==> src/rtl/rr_grant_mux.sv <==
// rr_grant_mux: four-client holding slots feeding a round-robin arbiter,
// with the granted slot forwarded to one shared valid/ready output channel.
//
// Ports:
//   clk, rst          clock, asynchronous active-high reset
//   in_valid/in_data  per-client handshake inputs (client i at [i*DATA_W +: DATA_W])
//   in_ready          per-client slot free (held low while rst is high)
//   req               request vector to the arbiter (occupied slots, ARB only)
//   grant             one-hot grant from the arbiter
//   out_valid/out_data/out_src/out_ready  shared output channel
//   err_grant         sticky illegal-grant flag
//   grant_cnt         per-client 8-bit saturating handshake counters
//                     (built only with RR_MUX_CNT_EN, otherwise tied to 0)
//
// Build option: define RR_MUX_CNT_EN to build the grant counters.

module rr_grant_mux #(
    parameter int DATA_W = 8
) (
    input  logic                clk,
    input  logic                rst,
    input  logic [3:0]          in_valid,
    input  logic [4*DATA_W-1:0] in_data,
    output logic [3:0]          in_ready,
    output logic [3:0]          req,
    input  logic [3:0]          grant,
    output logic                out_valid,
    output logic [DATA_W-1:0]   out_data,
    output logic [1:0]          out_src,
    input  logic                out_ready,
    output logic                err_grant,
    output logic [31:0]         grant_cnt
);

    typedef enum logic {
        ST_ARB  = 1'b0,
        ST_SEND = 1'b1
    } state_e;

    state_e state_q;
    state_e state_d;

    logic [3:0]        full_q;
    logic [3:0]        full_d;
    logic [DATA_W-1:0] data_q [4];
    logic [DATA_W-1:0] data_d [4];
    logic [1:0]        src_q;
    logic [1:0]        src_d;
    logic              err_q;
    logic              err_d;

    logic [3:0] load;
    logic       hs;
    logic       in_arb;

    logic       g_zero;
    logic       g_onehot;
    logic       g_hit;
    logic       g_legal;
    logic [1:0] g_idx;

    // ------------------------------------------------------------------
    // Grant qualification
    // ------------------------------------------------------------------
    assign in_arb   = (state_q == ST_ARB);
    assign g_zero   = (grant == 4'd0);
    assign g_onehot = !g_zero && ((grant & (grant - 4'd1)) == 4'd0);
    assign g_hit    = |(grant & full_q);
    assign g_legal  = g_onehot && g_hit;

    // Multi-hot grants reach this encoder too; they are rejected by
    // g_legal, so only the lowest set bit matters here.
    always_comb begin
        g_idx = 2'd0;
        priority case (1'b1)
            grant[0]: g_idx = 2'd0;
            grant[1]: g_idx = 2'd1;
            grant[2]: g_idx = 2'd2;
            grant[3]: g_idx = 2'd3;
            default:  g_idx = 2'd0;
        endcase
    end

    // ------------------------------------------------------------------
    // FSM: next-state
    // ------------------------------------------------------------------
    always_comb begin
        state_d = state_q;
        case (state_q)
            ST_ARB: begin
                if (g_legal) begin
                    state_d = ST_SEND;
                end
            end
            ST_SEND: begin
                if (out_ready) begin
                    state_d = ST_ARB;
                end
            end
            default: state_d = ST_ARB;
        endcase
    end

    // ------------------------------------------------------------------
    // FSM: outputs
    // ------------------------------------------------------------------
    // Dropping req in SEND freezes the arbiter until the output drains.
    always_comb begin
        req       = 4'd0;
        out_valid = 1'b0;
        out_data  = '0;
        out_src   = 2'd0;
        case (state_q)
            ST_ARB: begin
                req = full_q;
            end
            ST_SEND: begin
                out_valid = 1'b1;
                out_data  = data_q[src_q];
                out_src   = src_q;
            end
            default: begin
                req = 4'd0;
            end
        endcase
    end

    // Slots advertise free only outside reset.
    assign in_ready  = rst ? 4'd0 : ~full_q;
    assign err_grant = err_q;

    // ------------------------------------------------------------------
    // Slot and bookkeeping next-state
    // ------------------------------------------------------------------
    assign load = in_valid & in_ready;
    assign hs   = (state_q == ST_SEND) && out_ready;

    // A slot is never loaded while full, so the SEND payload cannot
    // change under an outstanding out_valid.
    always_comb begin
        for (int i = 0; i < 4; i++) begin
            data_d[i] = data_q[i];
            full_d[i] = full_q[i];
            if (load[i]) begin
                data_d[i] = in_data[i*DATA_W +: DATA_W];
                full_d[i] = 1'b1;
            end
            if (hs && (src_q == 2'(i))) begin
                full_d[i] = 1'b0;
            end
        end
    end

    always_comb begin
        src_d = src_q;
        if (in_arb && g_legal) begin
            src_d = g_idx;
        end
    end

    always_comb begin
        err_d = err_q;
        if (in_arb && !g_zero && !g_legal) begin
            err_d = 1'b1;
        end
    end

    // ------------------------------------------------------------------
    // State registers
    // ------------------------------------------------------------------
    always_ff @(posedge clk or posedge rst) begin
        if (rst) begin
            state_q <= ST_ARB;
            full_q  <= 4'd0;
            src_q   <= 2'd0;
            err_q   <= 1'b0;
            for (int i = 0; i < 4; i++) begin
                data_q[i] <= '0;
            end
        end else begin
            state_q <= state_d;
            full_q  <= full_d;
            src_q   <= src_d;
            err_q   <= err_d;
            for (int i = 0; i < 4; i++) begin
                data_q[i] <= data_d[i];
            end
        end
    end

    // ------------------------------------------------------------------
    // Optional per-client handshake counters
    // ------------------------------------------------------------------
`ifdef RR_MUX_CNT_EN
    logic [7:0] cnt_q [4];
    logic [7:0] cnt_d [4];

    // Saturate at 255 instead of wrapping.
    always_comb begin
        for (int i = 0; i < 4; i++) begin
            cnt_d[i] = cnt_q[i];
            if (hs && (src_q == 2'(i)) && (cnt_q[i] != 8'hff)) begin
                cnt_d[i] = cnt_q[i] + 8'd1;
            end
        end
    end

    always_ff @(posedge clk or posedge rst) begin
        if (rst) begin
            for (int i = 0; i < 4; i++) begin
                cnt_q[i] <= 8'd0;
            end
        end else begin
            for (int i = 0; i < 4; i++) begin
                cnt_q[i] <= cnt_d[i];
            end
        end
    end

    assign grant_cnt = {cnt_q[3], cnt_q[2], cnt_q[1], cnt_q[0]};
`else
    assign grant_cnt = 32'd0;
`endif

endmodule

==> config.mk <==
export PLATFORM = sky130hd
export DESIGN_NAME = rr_grant_mux
export DESIGN_NICKNAME = d
export VERILOG_FILES = /design/src/rtl/rr_grant_mux.sv
export SDC_FILE = /design/constraint.sdc
export NUM_CORES = 1
export LEC_CHECK = 0
export ABC_AREA = 0
export CAP_MARGIN = 20
export CORE_MARGIN = 4
export CORE_UTILIZATION = 42
export DETAILED_ROUTE_END_ITERATION = 16
export PLACE_DENSITY = 0.8
export REMOVE_ABC_BUFFERS = 1
export SYNTH_ARGS = -nofsm -noshare
export SYNTH_HDL_FRONTEND = slang
export SYNTH_SLANG_ARGS = --single-unit
==> constraint.sdc <==
create_clock -name clk -period 1.9 [get_ports clk]
set_input_delay 0.285 -clock clk [delete_from_list [all_inputs] [get_ports clk]]
set_output_delay 0.285 -clock clk [all_outputs]
set_load 0.1 [all_outputs]
* After elaboration in Yosys (flattened, before gate mapping) *
Cells that the tools add are included.

cells by class
  add/sub/neg operators = 1
  order comparisons = 1
  eq/ne operators = 3
  multiplexer cells = 23
  bitwise gates (word level) = 6
  reductions and logical operators = 20

operators by type and width
  kind                                               count
  2-to-1 mux 8 bit                                   3
  binary-select mux 8 bit (select 2 bit)             1
  bitwise AND 4 bit                                  3
  2-to-1 mux 1 bit                                   11
  logical AND 1 bit                                  10
  2-to-1 mux 2 bit                                   5
  logical NOT 4 bit                                  2
  2-to-1 mux 4 bit                                   2
  nonzero test 2 bit                                 4
  == test 2 bit (second input constant)              2
  inverter 4 bit                                     1
  OR reduction 4 bit                                 1
  subtractor 4 x 1 -> 4 bit (second input constant)  1
  >= comparator 3 bit (second input constant)        1
  inverter 2 -> 3 bit                                1
  == test 2 x 1 -> 1 bit (second input constant)     1
  logical NOT 1 bit                                  2
  logical NOT 2 bit                                  1
  one-hot mux 1 bit (2 select lines)                 1
  inverter 1 bit                                     1

word-level totals
  register bits = 40
  bits of input ports = 43
  output and inout port bits = 52
  logic and storage cells = 65

* Logic depth before layout (Yosys ltp) *
  word-level depth = 7
  gate-level depth with buffers = 5
  depth with buffers taken out = 4

* Least setup slack after synthesis *
No wires, ideal clock.

  path kind = register to output
  from = reg state_q
  to = out out_src[0]
  arrival = 2,615 ps
  required time = 1,615 ps
  path slack = -1,000 ps
  cell stages (with the launch flop) = 4
  path buffers = 1
  path through = dfrtp_1 -> clkbuf_1 -> inv_1 -> nor2_1

on the way
  cells in the longest elaborated chain, start to end = 1

ends and longest elaborated chain
  what                    RTL line  text
  start, declared         40        state_e state_q;
  start signal, assigned  181       state_q <= state_d;
  2-to-1 mux 2 bit        113       case (state_q)
  end, declared           29        output logic [1:0] out_src,

No other way between the ends.

* Final worst setup path *
  from = reg src_q[0]
  to = out out_data[1]

on the way
  cells in the longest elaborated chain, start to end = 5

ends and longest elaborated chain
  what                                                  RTL line  text
  start, declared                                       47        logic [1:0] src_q;
  start signal, assigned                                183       src_q <= src_d;
  inverter 2 -> 3 bit (not written as such)             119       out_data = data_q[src_q];
  binary-select mux 8 bit (select 2 bit)                119
  2-to-1 mux 8 bit (not written as such) (2 in series)  119
  2-to-1 mux 8 bit                                      113
  end, declared                                         28        output logic [DATA_W-1:0] out_data,

No other way between the ends. The select of a mux whose other input is x is not followed.

==> results.sh <==
export IMPL_status="finished with violations"
export IMPL_violations="negative setup slack"
export IMPL_min_delay_path_class="register to register"
export IMPL_io_pins=95
export IMPL_slew_headroom_pct=66.1
export IMPL_avgSynthCellArea_um2=12.5
export IMPL_synthToLayoutAreaGrowth_pct=48.3
export IMPL_initial_core_util_pct=44.4
export IMPL_synth_edf_count=0
export IMPL_worst_slew_pin_slew_ns=0.508
export IMPL_drt_drc_violations_left=0
export IMPL_synthTopCellsByCount="dfrtp_1 (40), buf_4 (32), mux2_1 (32)"
export IMPL_synth_flop_cell="dfrtp_1"
export IMPL_antenna_found_initial=0
export IMPL_utilization_pct=65.9
export IMPL_endpoint_kind="primary output"
export IMPL_setup_violations=8
export IMPL_insertedDiodeCount=0
export IMPL_layout_setup_ws_ns=-0.0624
export IMPL_grt_pass1_vias=1584
export IMPL_wl_per_cell_um=15.5
export IMPL_rows=25
export IMPL_vias=1500
export IMPL_firstDrtPassIters=4
export IMPL_gp_congestion=0.747
export IMPL_pwr_density_cell_nw_per_um2=1630
export IMPL_routed_wl_um=4930
export IMPL_grt_pass1_wl_um=7580
export IMPL_syn_cell_area_um2=2150
export IMPL_hold_violations=0
export IMPL_p_leak_nw=1.39
export IMPL_max_vdd_ir_drop_mv=0.864
export IMPL_die_y_um=79.6
export IMPL_die_w_um=79.6
export IMPL_finalPower_w=0.00519
export IMPL_design_die_area_um2=6340
export IMPL_yosysMostFrequentCell="dfrtp_1"
export IMPL_cp_max_fo=6
export IMPL_htree_num_levels=2
export IMPL_antenna_left=0
export IMPL_fillers=376
export IMPL_grtUsageTotal_pct=15.9
export IMPL_cts_root_buffer="clkbuf_8"
export IMPL_port_buffers=62
export IMPL_fmax_ghz=0.510
export IMPL_via_per_inst=4.72
export IMPL_finalCritPeriodShare_pct=103
export IMPL_maxSlewViolCount=0
export IMPL_rsz0062_at_grt="true"
export IMPL_dp_hpwl_um=3720
export IMPL_start_kind="register"
export IMPL_fp_coreArea_um2=4850
export IMPL_post_synth_top_area_cell="dfrtp_1"
export IMPL_ys_async_sr_fraction_pct=100
export IMPL_synth_top_cell_area_share_pct=46.5
export IMPL_drive_above_1_share_pct=27.1
export IMPL_netlist_instances=172
export IMPL_clkTransAtPathRegs_ns=0.08
export IMPL_synth_area_leaders="dfrtp_1 (46%), mux2_1 (17%), buf_4 (11%), mux4_2 (8.4%), and2_1 (3.8%)"
export IMPL_skew_ns=0.00931
export IMPL_clkSinkCount=40
export IMPL_ys_ff_latch=40
export IMPL_multi_input_comb_area_um2=997
export IMPL_cap_violations=0
export IMPL_cts_tree="built"
export IMPL_arrival_ns=1.68
export IMPL_nets=294
export IMPL_fin_crit_ns=1.96
export IMPL_overflow=0
export IMPL_grt_max_degree=41
export IMPL_ys_seq_area_share_pct=46.5
export IMPL_clk_latency_ns=0.29
export IMPL_synth_cell_types=28
export IMPL_cts_buffers=5
export IMPL_seq_area_um2=1000
export IMPL_drtIter0Drc=50
export IMPL_worstSetupPathType="register to primary output"
export IMPL_cts_path_max_buffers=2
export IMPL_ys_warn_count=0
export IMPL_crit_required_ns=1.62
## sequential cells by signal, summed over array words and instances, names as in the netlist
| register | cells |
|---|---|
| data_q | 32 |
| err_grant | 1 |
| full_q | 4 |
| src_q | 2 |
| state_q | 1 |
## timing repair
| item | 4_1_cts | 5_1_grt |
|---|---|---|
| endpoints found under the setup margin | 8 | 8 |
| buffers inserted | 0 | 1 |
| hold endpoints to repair | 0 | 0 |
| pin swaps | 0 | 8 |
| gates resized for setup | 9 | 1 |
| gates cloned | 0 | 1 |
| hold buffers | 0 | 0 |
## layout by cell type (no fill, tap or decap), drive strengths merged, types with 2 or more instances in the layout
| master | count |
|---|---|
| o22a | 2 |
| dfrtp | 40 |
| clkdlybuf4s50 | 42 |
| nor4b | 2 |
| buf | 38 |
| nor2b | 4 |
| mux2 | 34 |
| a21oi | 2 |
| conb | 32 |
| inv | 4 |
| and2 | 13 |
| o21ai | 2 |
| mux4 | 8 |
| clkbuf | 7 |
| o32a | 2 |
| nor2 | 9 |
## worst paths after layout
check	start	to	slack, ns	cells past startpoint
worst min-delay path	err_grant$_DFFE_PP0P_	err_grant$_DFFE_PP0P_	0.47	1
max in group asynchronous	rst	src_q[0]$_DFFE_PP0P_	0.96	3
worst min register to register	err_grant$_DFFE_PP0P_	err_grant$_DFFE_PP0P_	0.47	1
worst max-delay path	src_q[0]$_DFFE_PP0P_	out_data[1]	-0.06	4
worst max register to register	state_q$_DFF_PP0_	src_q[0]$_DFFE_PP0P_	0.43	3
min in group asynchronous	rst	full_q[2]$_DFFE_PP0P_	0.55	3
## where the power goes
group          leakage, nW  switching (W)  total (W)  internal (W)
clock network       0.0410       0.000281   0.000531      0.000250
registers            0.468       0.000265    0.00152       0.00126
logic                0.878        0.00178    0.00314       0.00136
## metrics by stage
step                std cells  TNS [ns]  hold WS [ns]  instance area [µm²]  setup slack, ns
detailed placement        309    -0.238         0.458                 3060           -0.119
CTS                       316    -0.531         0.479                 3160          -0.0755
global placement          309    -0.110         0.450                 3060          -0.0550
floorplan                 163    -32.17         0.366                 1990           -0.918
global route              318    -0.846         0.498                 3200           -0.115
finish                    318    -0.415         0.470                 3200          -0.0624
## worst max-delay path, cell delays in order, from the launching register on
cell     delay (ns)
dfrtp_2        0.42
buf_12         0.14
mux4_2         0.49
and2_4         0.16
buf_12         0.16
## kinds of logic after synthesis
logic type             Yosys count  synth area share (%)
buffers and inverters           44                  13.6
multiplexers                    42                  26.5
flip-flops                      40                  46.5
AND/OR/NAND/NOR                 33                  8.77
AO/OA/AOI/OAI                   11                  4.12
XOR/XNOR                         1                 0.407
other                            1                 0.174
## layer usage
layer,part of all wire (%),GRT usage (%),vias to the layer above,wire [µm]
met5,0,0,-,0
met4,1.2,7.04,0,59
met3,7.7,4.29,5,377
met2,53,28.9,67,2610
met1,38,17.1,741,1880
li1,-,-,687,-
## layout make-up
| cell class | count | share of cell area (%) |
|---|---|---|
| sequential | 40 | 31.4 |
| inverter | 4 | 0.470 |
| clock inverter | 1 | 0.157 |
| timing repair buffer | 81 | 31.9 |
| clock buffer | 6 | 2.27 |
| tap | 67 | 2.62 |
| multi-input combinational | 119 | 31.2 |
(Power assumes the default switching activity.)
